[src/rtl/alu_pipe_if.sv]
// Operand/result handshake bundle for alu_pipe: request side (a, b, func) and
// registered result side (out plus flags), each with valid/ready.
interface alu_pipe_if #(
    parameter int WIDTH  = 32,
    parameter int FUNC_W = 4
);
    logic              in_valid;
    logic              in_ready;
    logic [WIDTH-1:0]  a;
    logic [WIDTH-1:0]  b;
    logic [FUNC_W-1:0] func;
    logic              out_valid;
    logic              out_ready;
    logic [WIDTH-1:0]  out;
    logic              zero_flag;
    logic              neg_flag;
    logic              carry_flag;
    logic              ovf_flag;
    logic              busy;

    modport master (
        output in_valid, a, b, func, out_ready,
        input  in_ready, out_valid, out, zero_flag, neg_flag, carry_flag, ovf_flag, busy
    );

    modport slave (
        input  in_valid, a, b, func, out_ready,
        output in_ready, out_valid, out, zero_flag, neg_flag, carry_flag, ovf_flag, busy
    );
endinterface

[src/rtl/alu_pipe.sv]
// Registered ALU with valid/ready on both sides; one-cycle ops plus an
// iterative shift-add multiply taking WIDTH cycles.
//   state | meaning
//   IDLE  | no result held, ready for an operation
//   MUL   | shift-add multiply in progress, input stalled
//   DONE  | result and flags presented, waiting for out_ready
module alu_pipe #(
    parameter int WIDTH  = 32,
    parameter int FUNC_W = 4,
    parameter int SHW    = $clog2(WIDTH)
) (
    input  logic        clk,
    input  logic        rst_n,
    alu_pipe_if.slave   bus
);
    localparam int CNT_W = $clog2(WIDTH) + 1;

    localparam logic [FUNC_W-1:0] F_ADD  = FUNC_W'(0);
    localparam logic [FUNC_W-1:0] F_SUB  = FUNC_W'(1);
    localparam logic [FUNC_W-1:0] F_AND  = FUNC_W'(2);
    localparam logic [FUNC_W-1:0] F_OR   = FUNC_W'(3);
    localparam logic [FUNC_W-1:0] F_NOR  = FUNC_W'(4);
    localparam logic [FUNC_W-1:0] F_SLL  = FUNC_W'(5);
    localparam logic [FUNC_W-1:0] F_SRL  = FUNC_W'(6);
    localparam logic [FUNC_W-1:0] F_SRA  = FUNC_W'(7);
    localparam logic [FUNC_W-1:0] F_SLT  = FUNC_W'(8);
    localparam logic [FUNC_W-1:0] F_SLTU = FUNC_W'(9);
    localparam logic [FUNC_W-1:0] F_XOR  = FUNC_W'(10);
    localparam logic [FUNC_W-1:0] F_MUL  = FUNC_W'(11);

    typedef enum logic [1:0] {IDLE, MUL, DONE} state_t;

    state_t             state, state_nxt;
    logic               accept, load_res, load_mul, mul_done;
    logic [WIDTH:0]     add_full, sub_full;
    logic [SHW-1:0]     shamt;
    logic [WIDTH-1:0]   alu_res;
    logic               alu_c, alu_v;
    logic [2*WIDTH-1:0] acc, mcand, acc_sum;
    logic [WIDTH-1:0]   mplier;
    logic [CNT_W-1:0]   cnt;

    assign bus.in_ready  = (state == IDLE) || (state == DONE && bus.out_ready);
    assign bus.out_valid = (state == DONE);
    assign bus.busy      = (state == MUL);
    assign accept        = bus.in_valid && bus.in_ready;

    assign add_full = {1'b0, bus.a} + {1'b0, bus.b};
    assign sub_full = {1'b0, bus.a} + {1'b0, ~bus.b} + {{WIDTH{1'b0}}, 1'b1};
    assign shamt    = bus.b[SHW-1:0];
    assign acc_sum  = acc + (mplier[0] ? mcand : '0);
    assign mul_done = (state == MUL) && (cnt == CNT_W'(1));

    always_comb begin
        alu_res = '0;
        alu_c   = 1'b0;
        alu_v   = 1'b0;
        case (bus.func)
            F_ADD: begin
                alu_res = add_full[WIDTH-1:0];
                alu_c   = add_full[WIDTH];
                alu_v   = (bus.a[WIDTH-1] == bus.b[WIDTH-1]) &&
                          (add_full[WIDTH-1] != bus.a[WIDTH-1]);
            end
            F_SUB: begin
                alu_res = sub_full[WIDTH-1:0];
                alu_c   = sub_full[WIDTH];
                alu_v   = (bus.a[WIDTH-1] != bus.b[WIDTH-1]) &&
                          (sub_full[WIDTH-1] != bus.a[WIDTH-1]);
            end
            F_AND:  alu_res = bus.a & bus.b;
            F_OR:   alu_res = bus.a | bus.b;
            F_NOR:  alu_res = ~(bus.a | bus.b);
            F_SLL:  alu_res = bus.a << shamt;
            F_SRL:  alu_res = bus.a >> shamt;
            F_SRA:  alu_res = $unsigned($signed(bus.a) >>> shamt);
            F_SLT: begin
                alu_res = {{(WIDTH-1){1'b0}}, ($signed(bus.a) < $signed(bus.b))};
                alu_c   = sub_full[WIDTH];
            end
            F_SLTU: begin
                alu_res = {{(WIDTH-1){1'b0}}, ~sub_full[WIDTH]};
                alu_c   = sub_full[WIDTH];
            end
            F_XOR:  alu_res = bus.a ^ bus.b;
            default: ;
        endcase
    end

    always_comb begin
        state_nxt = state;
        load_res  = 1'b0;
        load_mul  = 1'b0;
        case (state)
            IDLE, DONE: begin
                if (accept) begin
                    if (bus.func == F_MUL) begin
                        load_mul  = 1'b1;
                        state_nxt = MUL;
                    end else begin
                        load_res  = 1'b1;
                        state_nxt = DONE;
                    end
                end else if (state == DONE && bus.out_ready) begin
                    state_nxt = IDLE;
                end
            end
            MUL: if (mul_done) state_nxt = DONE;
            default: state_nxt = IDLE;
        endcase
    end

    always_ff @(posedge clk) begin
        if (!rst_n) state <= IDLE;
        else        state <= state_nxt;
    end

    always_ff @(posedge clk) begin
        if (!rst_n) begin
            acc            <= '0;
            mcand          <= '0;
            mplier         <= '0;
            cnt            <= '0;
            bus.out        <= '0;
            bus.zero_flag  <= 1'b0;
            bus.neg_flag   <= 1'b0;
            bus.carry_flag <= 1'b0;
            bus.ovf_flag   <= 1'b0;
        end else begin
            if (load_mul) begin
                acc    <= '0;
                mcand  <= {{WIDTH{1'b0}}, bus.a};
                mplier <= bus.b;
                cnt    <= CNT_W'(WIDTH);
            end else if (state == MUL) begin
                acc    <= acc_sum;
                mcand  <= mcand << 1;
                mplier <= mplier >> 1;
                cnt    <= cnt - 1'b1;
            end
            if (load_res) begin
                bus.out        <= alu_res;
                bus.zero_flag  <= (alu_res == '0);
                bus.neg_flag   <= alu_res[WIDTH-1];
                bus.carry_flag <= alu_c;
                bus.ovf_flag   <= alu_v;
            end else if (mul_done) begin
                // final add folded in so the product lands on the WIDTH-th edge
                bus.out        <= acc_sum[WIDTH-1:0];
                bus.zero_flag  <= (acc_sum[WIDTH-1:0] == '0);
                bus.neg_flag   <= acc_sum[WIDTH-1];
                bus.carry_flag <= |acc_sum[2*WIDTH-1:WIDTH];
                bus.ovf_flag   <= 1'b0;
            end
        end
    end
endmodule

[src/flat_wrapper.sv]
// flat-port wrapper written by rule: the top's interface ports become plain ports
module alu_pipe_flat 
#(
    parameter int WIDTH  = 32,
    parameter int FUNC_W = 4,
    parameter int SHW    = $clog2(WIDTH)
)
  (clk, rst_n, bus_in_valid, bus_a, bus_b, bus_func, bus_out_ready, bus_in_ready, bus_out_valid, bus_out, bus_zero_flag, bus_neg_flag, bus_carry_flag, bus_ovf_flag, bus_busy);
  alu_pipe_if #(.WIDTH(WIDTH), .FUNC_W(FUNC_W)) bus_i ();
  input  logic clk;
  input  logic rst_n;
  input wire logic [$bits(bus_i.in_valid)-1:0] bus_in_valid;
  input wire logic [$bits(bus_i.a)-1:0] bus_a;
  input wire logic [$bits(bus_i.b)-1:0] bus_b;
  input wire logic [$bits(bus_i.func)-1:0] bus_func;
  input wire logic [$bits(bus_i.out_ready)-1:0] bus_out_ready;
  output wire logic [$bits(bus_i.in_ready)-1:0] bus_in_ready;
  output wire logic [$bits(bus_i.out_valid)-1:0] bus_out_valid;
  output wire logic [$bits(bus_i.out)-1:0] bus_out;
  output wire logic [$bits(bus_i.zero_flag)-1:0] bus_zero_flag;
  output wire logic [$bits(bus_i.neg_flag)-1:0] bus_neg_flag;
  output wire logic [$bits(bus_i.carry_flag)-1:0] bus_carry_flag;
  output wire logic [$bits(bus_i.ovf_flag)-1:0] bus_ovf_flag;
  output wire logic [$bits(bus_i.busy)-1:0] bus_busy;
  assign bus_i.in_valid = bus_in_valid;
  assign bus_i.a = bus_a;
  assign bus_i.b = bus_b;
  assign bus_i.func = bus_func;
  assign bus_i.out_ready = bus_out_ready;
  assign bus_in_ready = bus_i.in_ready;
  assign bus_out_valid = bus_i.out_valid;
  assign bus_out = bus_i.out;
  assign bus_zero_flag = bus_i.zero_flag;
  assign bus_neg_flag = bus_i.neg_flag;
  assign bus_carry_flag = bus_i.carry_flag;
  assign bus_ovf_flag = bus_i.ovf_flag;
  assign bus_busy = bus_i.busy;
  alu_pipe #(.WIDTH(WIDTH), .FUNC_W(FUNC_W), .SHW(SHW)) u_core (.clk(clk), .rst_n(rst_n), .bus(bus_i));
endmodule
[config.mk]
export PLATFORM = sky130hd
export DESIGN_NAME = alu_pipe_flat
export DESIGN_NICKNAME = d
export VERILOG_FILES = /design/src/rtl/alu_pipe_if.sv /design/src/rtl/alu_pipe.sv /design/src/flat_wrapper.sv
export SDC_FILE = /design/constraint.sdc
export NUM_CORES = 1
export LEC_CHECK = 0
export ABC_AREA = 0
export CAP_MARGIN = 20
export CORE_ASPECT_RATIO = 0.75
export CORE_MARGIN = 3
export CORE_UTILIZATION = 35
export DETAILED_ROUTE_END_ITERATION = 16
export PLACE_DENSITY_LB_ADDON = 0.15
export SYNTH_ARGS = -nofsm -noshare
export SYNTH_HDL_FRONTEND = slang
export SYNTH_SLANG_ARGS = --single-unit
[constraint.sdc]
create_clock -name clk -period 6.2 [get_ports clk]
set_input_delay 1.24 -clock clk [delete_from_list [all_inputs] [get_ports clk]]
set_output_delay 1.24 -clock clk [all_outputs]
set_load 0.02 [all_outputs]
### After elaboration in Yosys (flattened, before gate mapping)

Cells that the tools add are included.

| word-level totals | value |
|---|---|
| memory bits (writable) | 0 |
| bits of input ports | 72 |
| bits in registers | 204 |
| output and inout bits | 39 |
| latch bits | 0 |
| logic and storage cells | 96 |
| ROM bits | 0 |
| memories kept | 0 |

| operators by class | value |
|---|---|
| shift operators | 3 |
| magnitude comparators | 1 |
| eq/ne operators | 20 |
| $mul | 0 |
| reductions and logical operators | 17 |
| multiplexer cells | 31 |
| bitwise operators | 7 |
| div/mod/pow operators | 0 |
| $add $sub $neg | 5 |

Operators with widths:

| kind | number |
|---|---|
| 32-bit case mux with 11 select lines | 1 |
| 32-bit 2-to-1 mux | 6 |
| 32-bit by 32-bit adder with 33-bit output | 2 |
| 64-bit adder | 1 |
| 32-bit logical NOT | 2 |
| 64-bit 2-to-1 mux | 1 |
| 32-bit NOT | 2 |
| 33-bit by 1-bit adder with 33-bit output, second input constant | 1 |
| 32-bit bitwise AND | 1 |
| 32-bit less-than comparator | 1 |
| 32-bit bitwise OR | 1 |
| 32-bit OR reduction | 1 |
| 32-bit by 5-bit << shifter with 32-bit output | 1 |
| 32-bit by 5-bit >> shifter with 32-bit output | 1 |
| 32-bit by 5-bit >>> shifter with 32-bit output | 1 |
| 32-bit bitwise XOR | 1 |
| 4-bit by 3-bit == test with 1-bit output, second input constant | 4 |
| 4-bit == test, second input constant | 4 |
| 1-bit 2-to-1 mux | 14 |
| 6-bit 2-to-1 mux | 2 |
| 4-bit by 2-bit == test with 1-bit output, second input constant | 2 |
| 2-bit 2-to-1 mux | 4 |
| 6-bit by 1-bit == test with 1-bit output, second input constant | 1 |
| 6-bit by 1-bit subtractor with 6-bit output, second input constant | 1 |
| other kinds (18) | 28 |

### Logic depth before layout (Yosys ltp)

| logic depth | value |
|---|---|
| word-level depth | 7 |
| depth in mapped cells | 18 |
| mapped depth without buffers | 15 |

### Worst setup path before layout

Ideal clock, no wire load.

| path | value |
|---|---|
| path type | input -> register |
| start | input port bus_b[1] |
| end | register u_core.bus.zero_flag |
| buffers on the path | 5 |
| data required time | 6.132 ns |
| arrival time | 5.208 ns |
| slack | 0.924 ns |
| stages on the path | 17 |
| setup time | 0.068 ns |
| path through | buf_2 > buf_2 > inv_2 > buf_2 > buf_2 > buf_2 > ha_1 > or2_1 > a2111oi_2 > o311a_1 > o21ai_1 > a31o_1 > a221oi_1 > o221ai_1 > or4_1 > or4_1 > o2bb2ai_2 |

| on the way | value |
|---|---|
| longest elaborated chain between the ends | 7 |
| elaborated cells on any way between the ends | 16 |
| those cells by class | add/sub (3); order compare (1); shift (3); mux (2); bitwise (6); reduce/logical (1) |

RTL lines:

| element | RTL line | RTL |
|---|---|---|
| from (decl) | flat_wrapper.sv:14 | `input wire logic [$bits(bus_i.b)-1:0] bus_b;` |
| 32-bit NOT | alu_pipe.sv:49 | `assign sub_full = {1'b0, bus.a} + {1'b0, ~bus.b} + {{WIDTH{1'b0}}, 1'b1};` |
| 32-bit by 32-bit adder with 33-bit output | alu_pipe.sv:49 |  |
| 33-bit by 1-bit adder with 33-bit output | alu_pipe.sv:49 |  |
| 1-bit NOT | alu_pipe.sv:82 | `alu_res = {{(WIDTH-1){1'b0}}, ~sub_full[WIDTH]};` |
| 32-bit case mux with 11 select lines (*) | alu_pipe.sv:58 | `case (bus.func)` |
| 32-bit logical NOT (*) | alu_pipe.sv:143 | `bus.zero_flag <= (alu_res == '0);` |
| 1-bit 2-to-1 mux (*) | alu_pipe.sv:141 | `if (load_res) begin` |
| to (signal assigned) | alu_pipe.sv:143 |  |
| to (signal assigned) | alu_pipe.sv:150 | `bus.zero_flag <= (acc_sum[WIDTH-1:0] == '0);` |
| to (decl) | alu_pipe_if.sv:28 | `output in_ready, out_valid, out, zero_flag, neg_flag, carry_flag, ovf_flag, busy` |

Mark *: on every way between the ends. The rest lies on a longest branch, timed or not.
A chain may end at the register's enable or synchronous reset.

### Worst setup path in the final report

| path | value |
|---|---|
| start | register u_core.mplier[0] |
| end | register u_core.bus.carry_flag |

| on the way | value |
|---|---|
| longest elaborated chain between the ends | 5 |

RTL lines:

| element | RTL line | RTL |
|---|---|---|
| from (decl) | alu_pipe.sv:40 | `logic [WIDTH-1:0] mplier;` |
| from (signal assigned) | alu_pipe.sv:133 | `mplier <= bus.b;` |
| from (signal assigned) | alu_pipe.sv:138 | `mplier <= mplier >> 1;` |
| 64-bit 2-to-1 mux | alu_pipe.sv:51 | `assign acc_sum = acc + (mplier[0] ? mcand : '0);` |
| 64-bit adder | alu_pipe.sv:51 |  |
| 32-bit OR reduction | alu_pipe.sv:152 | `bus.carry_flag <= \|acc_sum[2*WIDTH-1:WIDTH];` |
| 1-bit 2-to-1 mux | alu_pipe.sv:147 | `end else if (mul_done) begin` |
| 1-bit 2-to-1 mux | alu_pipe.sv:141 |  |
| to (signal assigned) | alu_pipe.sv:145 | `bus.carry_flag <= alu_c;` |
| to (signal assigned) | alu_pipe.sv:152 |  |
| to (decl) | alu_pipe_if.sv:28 |  |

No other way between the ends. The select of a mux whose other input is x is not followed.

==> impl_metrics.json <==
{
  "status": "finished clean",
  "yosys.area_share.adder_pct": 9.34,
  "nFillCells": 6805,
  "cts.clk_slew.worst_paths_ps": 60,
  "ir_drop_mv": 0.203,
  "clock-sinks": 203,
  "via_count": 27295,
  "rr_worst_depth": 15,
  "netlist_instances": 3177,
  "fin_crit_sh_pct": 93.8,
  "postCtsSetupBuffers": 0,
  "synth_largest_area_cell": "dfxtp_1",
  "core_area_sq_um": 65500,
  "cp_slowest_cell": "dfxtp_1",
  "cts_buffers": 26,
  "final_util_pct": 41.2,
  "ios": 111,
  "wl_microns": 127000,
  "cts_tree": "built",
  "globalplace.congestion": 1.08,
  "synth_flop_cell": "dfxtp_1",
  "avgRoutedWirePerCell_microns": 30.4,
  "synth_top_family_by_area": "compound AO/OA/AOI/OAI gates",
  "drt_iter0_markers": 4199,
  "synth.distinct_cells": 100,
  "crit_buf_inv": 2,
  "grt_pass1_wl_microns": 182000,
  "synth_most_common_cell": "nand2_1",
  "synth_edf_count": 0,
  "syn_to_final_growth_pct": 16.0,
  "cp_common_cell": "a21oi_1",
  "nets": 3512,
  "clk_path_buf_depth": 3,
  "required_ps": 6660,
  "drc": 0,
  "synth_compound_area_share_pct": 29.2,
  "endpoint_kind": "flip-flop",
  "drv_slew": 0,
  "fmax_mhz": 172,
  "ctsResizeCount": 0,
  "post_drt_via_cell_ratio": 6.56,
  "clockRootBuffer": "clkbuf_16",
  "slew_headroom_pct": 26.0,
  "power_density_nw_per_um2": 168,
  "synth_simple_gate_area_share_pct": 23.3,
  "synth_top_area_share_pct": 17.5,
  "whs_path_depth": 2,
  "slowest_delay_ps": 880,
  "finalSetupViolCount": 0,
  "ys_async_sr_fraction_pct": 0,
  "antenna_found_initial": 7,
  "worstSetupPathType": "reg2reg",
  "start_util_pct": 35.5,
  "portBuffers": 110,
  "synth_seq_cells": 203,
  "avgSynthCellArea_sq_um": 7.33,
  "tightest_slew_ps": 1080,
  "rsz0062_at_grt": "false",
  "power_uw": 4530,
  "crit_path_max_fanout": 34,
  "arrival_ps": 6270,
  "yosysWarnings": 0,
  "p_clk_share_pct": 36.5,
  "synth_area_leaders": "dfxtp_1 (17%), ha_1 (9.1%), nand2_1 (7.8%), a21oi_1 (7.2%), mux4_2 (6.0%)",
  "gr-usage-all-layers_pct": 34.9,
  "synth_mux_area_share_pct": 11.2,
  "grt_max_degree": 161,
  "combPwrFrac_pct": 33.6,
  "synth-xor-area-share_pct": 2.67,
  "synthTopCellsByCount": "nand2_1 (485), a21oi_1 (337), nor2_1 (266), dfxtp_1 (203), clkbuf_1 (187)",
  "drive_gt1_share_pct": 11.9,
  "setup_tns_ps": 0,
  "cts_max_level": 1,
  "worstSetupPathDepth": 15,
  "die_area_sq_um": 69700,
  "syn_area_sq_um": 23300,
  "maxCapViolCount": 0,
  "p_leak_uw": 0.0106,
  "worstPathCellList": "buf_4 > and2_1 > ha_1 > a21oi_1 > o21ai_0 > a21oi_1 > nor3b_1 > a21oi_1 > a21boi_0 > xor2_1 > o2111ai_1 > or4_1 > nor3_1 > buf_4 > a21oi_1",
  "fp-row-count": 81,
  "cp_top_family": "compound AO/OA/AOI/OAI gates",
  "drt_pre_antenna_iters": 6,
  "fin_skew_ps": 17.0,
  "ys_seq_area_share_pct": 17.5,
  "holdCritPathClass": "reg2reg",
  "synth_nets": 3421,
  "hold_violations": 0,
  "p_sw_share_pct": 37.6,
  "ant_nets": 0,
  "power_switching_uw": 1700,
  "p_int_uw": 2830,
  "die_w_microns": 304,
  "insertion_delay_ps": 580,
  "hold_buffers": 0,
  "dp_hpwl_microns": 98100,
  "die_h_microns": 229,
  "cp-start-kind": "flip-flop",
  "gr-total-overflow": 0,
  "whs_ps": 456,
  "pwr-share-seq_pct": 30.0,
  "period_needed_ps": 5820,
  "grt_pass1_vias": 24887
}
cells by family after synthesis:
| group | Yosys count |
|---|---|
| compound gates | 1023 |
| xor+xnor | 71 |
| fa+ha+maj | 172 |
| buf+inv | 378 |
| flops | 203 |
| mux | 167 |
| simple gates | 1163 |
area by class of cell:
class	instances	area (sq um)	share of cell area [%]
Inverter	127	483	1.79
Antenna cell	4	10.0	0.0371
Multi-Input combinational cell	2596	17700	65.7
Sequential cell	203	4060	15.1
Clock buffer	32	723	2.68
Tap cell	871	1090	4.04
Timing Repair Buffer	314	2690	9.97
Clock inverter	16	196	0.728
worst paths after layout:
kind,slack [ps],endpoint,from
min,460,u_core.mplier[2]$_SDFFE_PN0P_,u_core.mplier[2]$_SDFFE_PN0P_
max reg2reg,380,u_core.bus.carry_flag$_SDFFE_PN0P_,u_core.mplier[0]$_SDFFE_PN0P_
max,380,u_core.bus.carry_flag$_SDFFE_PN0P_,u_core.mplier[0]$_SDFFE_PN0P_
min reg2reg,460,u_core.mplier[2]$_SDFFE_PN0P_,u_core.mplier[2]$_SDFFE_PN0P_
placed cells by master, fill, tap and decap left out, drive strengths merged, types with 26 or more instances in the layout:
| master | n |
|---|---|
| nor2 | 266 |
| inv | 128 |
| clkbuf | 33 |
| mux4 | 70 |
| a211oi | 48 |
| dfxtp | 203 |
| nand3 | 58 |
| clkdlybuf4s50 | 104 |
| mux2i | 68 |
| nand2 | 485 |
| a22oi | 79 |
| ha | 169 |
| a31oi | 36 |
| and2 | 79 |
| nand4 | 41 |
| nor3 | 54 |
| a221oi | 28 |
| o211ai | 38 |
| xnor2 | 44 |
| o21ai | 137 |
| xor2 | 27 |
| nor4 | 28 |
| a21oi | 337 |
| mux2 | 29 |
| a311oi | 39 |
| buf | 209 |
| a21o | 35 |
| nor2b | 26 |
sequential cells by signal (all words and copies together), names as in the netlist, 2 cells and up:
| signal | count |
|---|---|
| u_core.state | 2 |
| u_core.bus.out | 31 |
| u_core.acc | 64 |
| u_core.mcand | 64 |
| u_core.mplier | 32 |
| u_core.cnt | 6 |
power groups by stage:
stage | combinational, uW | sequential, uW | clock [uW]
floorplan | 793 | 1400 | 0
global placement | 1460 | 1390 | 0
detailed placement | 1450 | 1390 | 0
CTS | 1460 | 1360 | 1690
global route | 1580 | 1360 | 1740
finish | 1520 | 1360 | 1650
routing by layer:
layer | share of wire [%] | track usage (%)
met5 | 0.054 | 0
met4 | 2.1 | 6.39
met3 | 14 | 12.4
met2 | 35 | 42.3
met1 | 49 | 56.3
metrics by stage:
stage	cells	cell area, sq um	setup slack, ps
global placement	4109	26000	380
floorplan	3177	23300	924
CTS	4157	26900	662
global route	4159	27000	138
detailed placement	4109	26000	374
finish	4163	27000	384
worst min-delay path, cell delays in order (launching register included):
cell and delay, ps:
dfxtp_1 310, nand2_1 50, a21oi_1 50
Note: power is estimated with default switching activity, not from simulation.
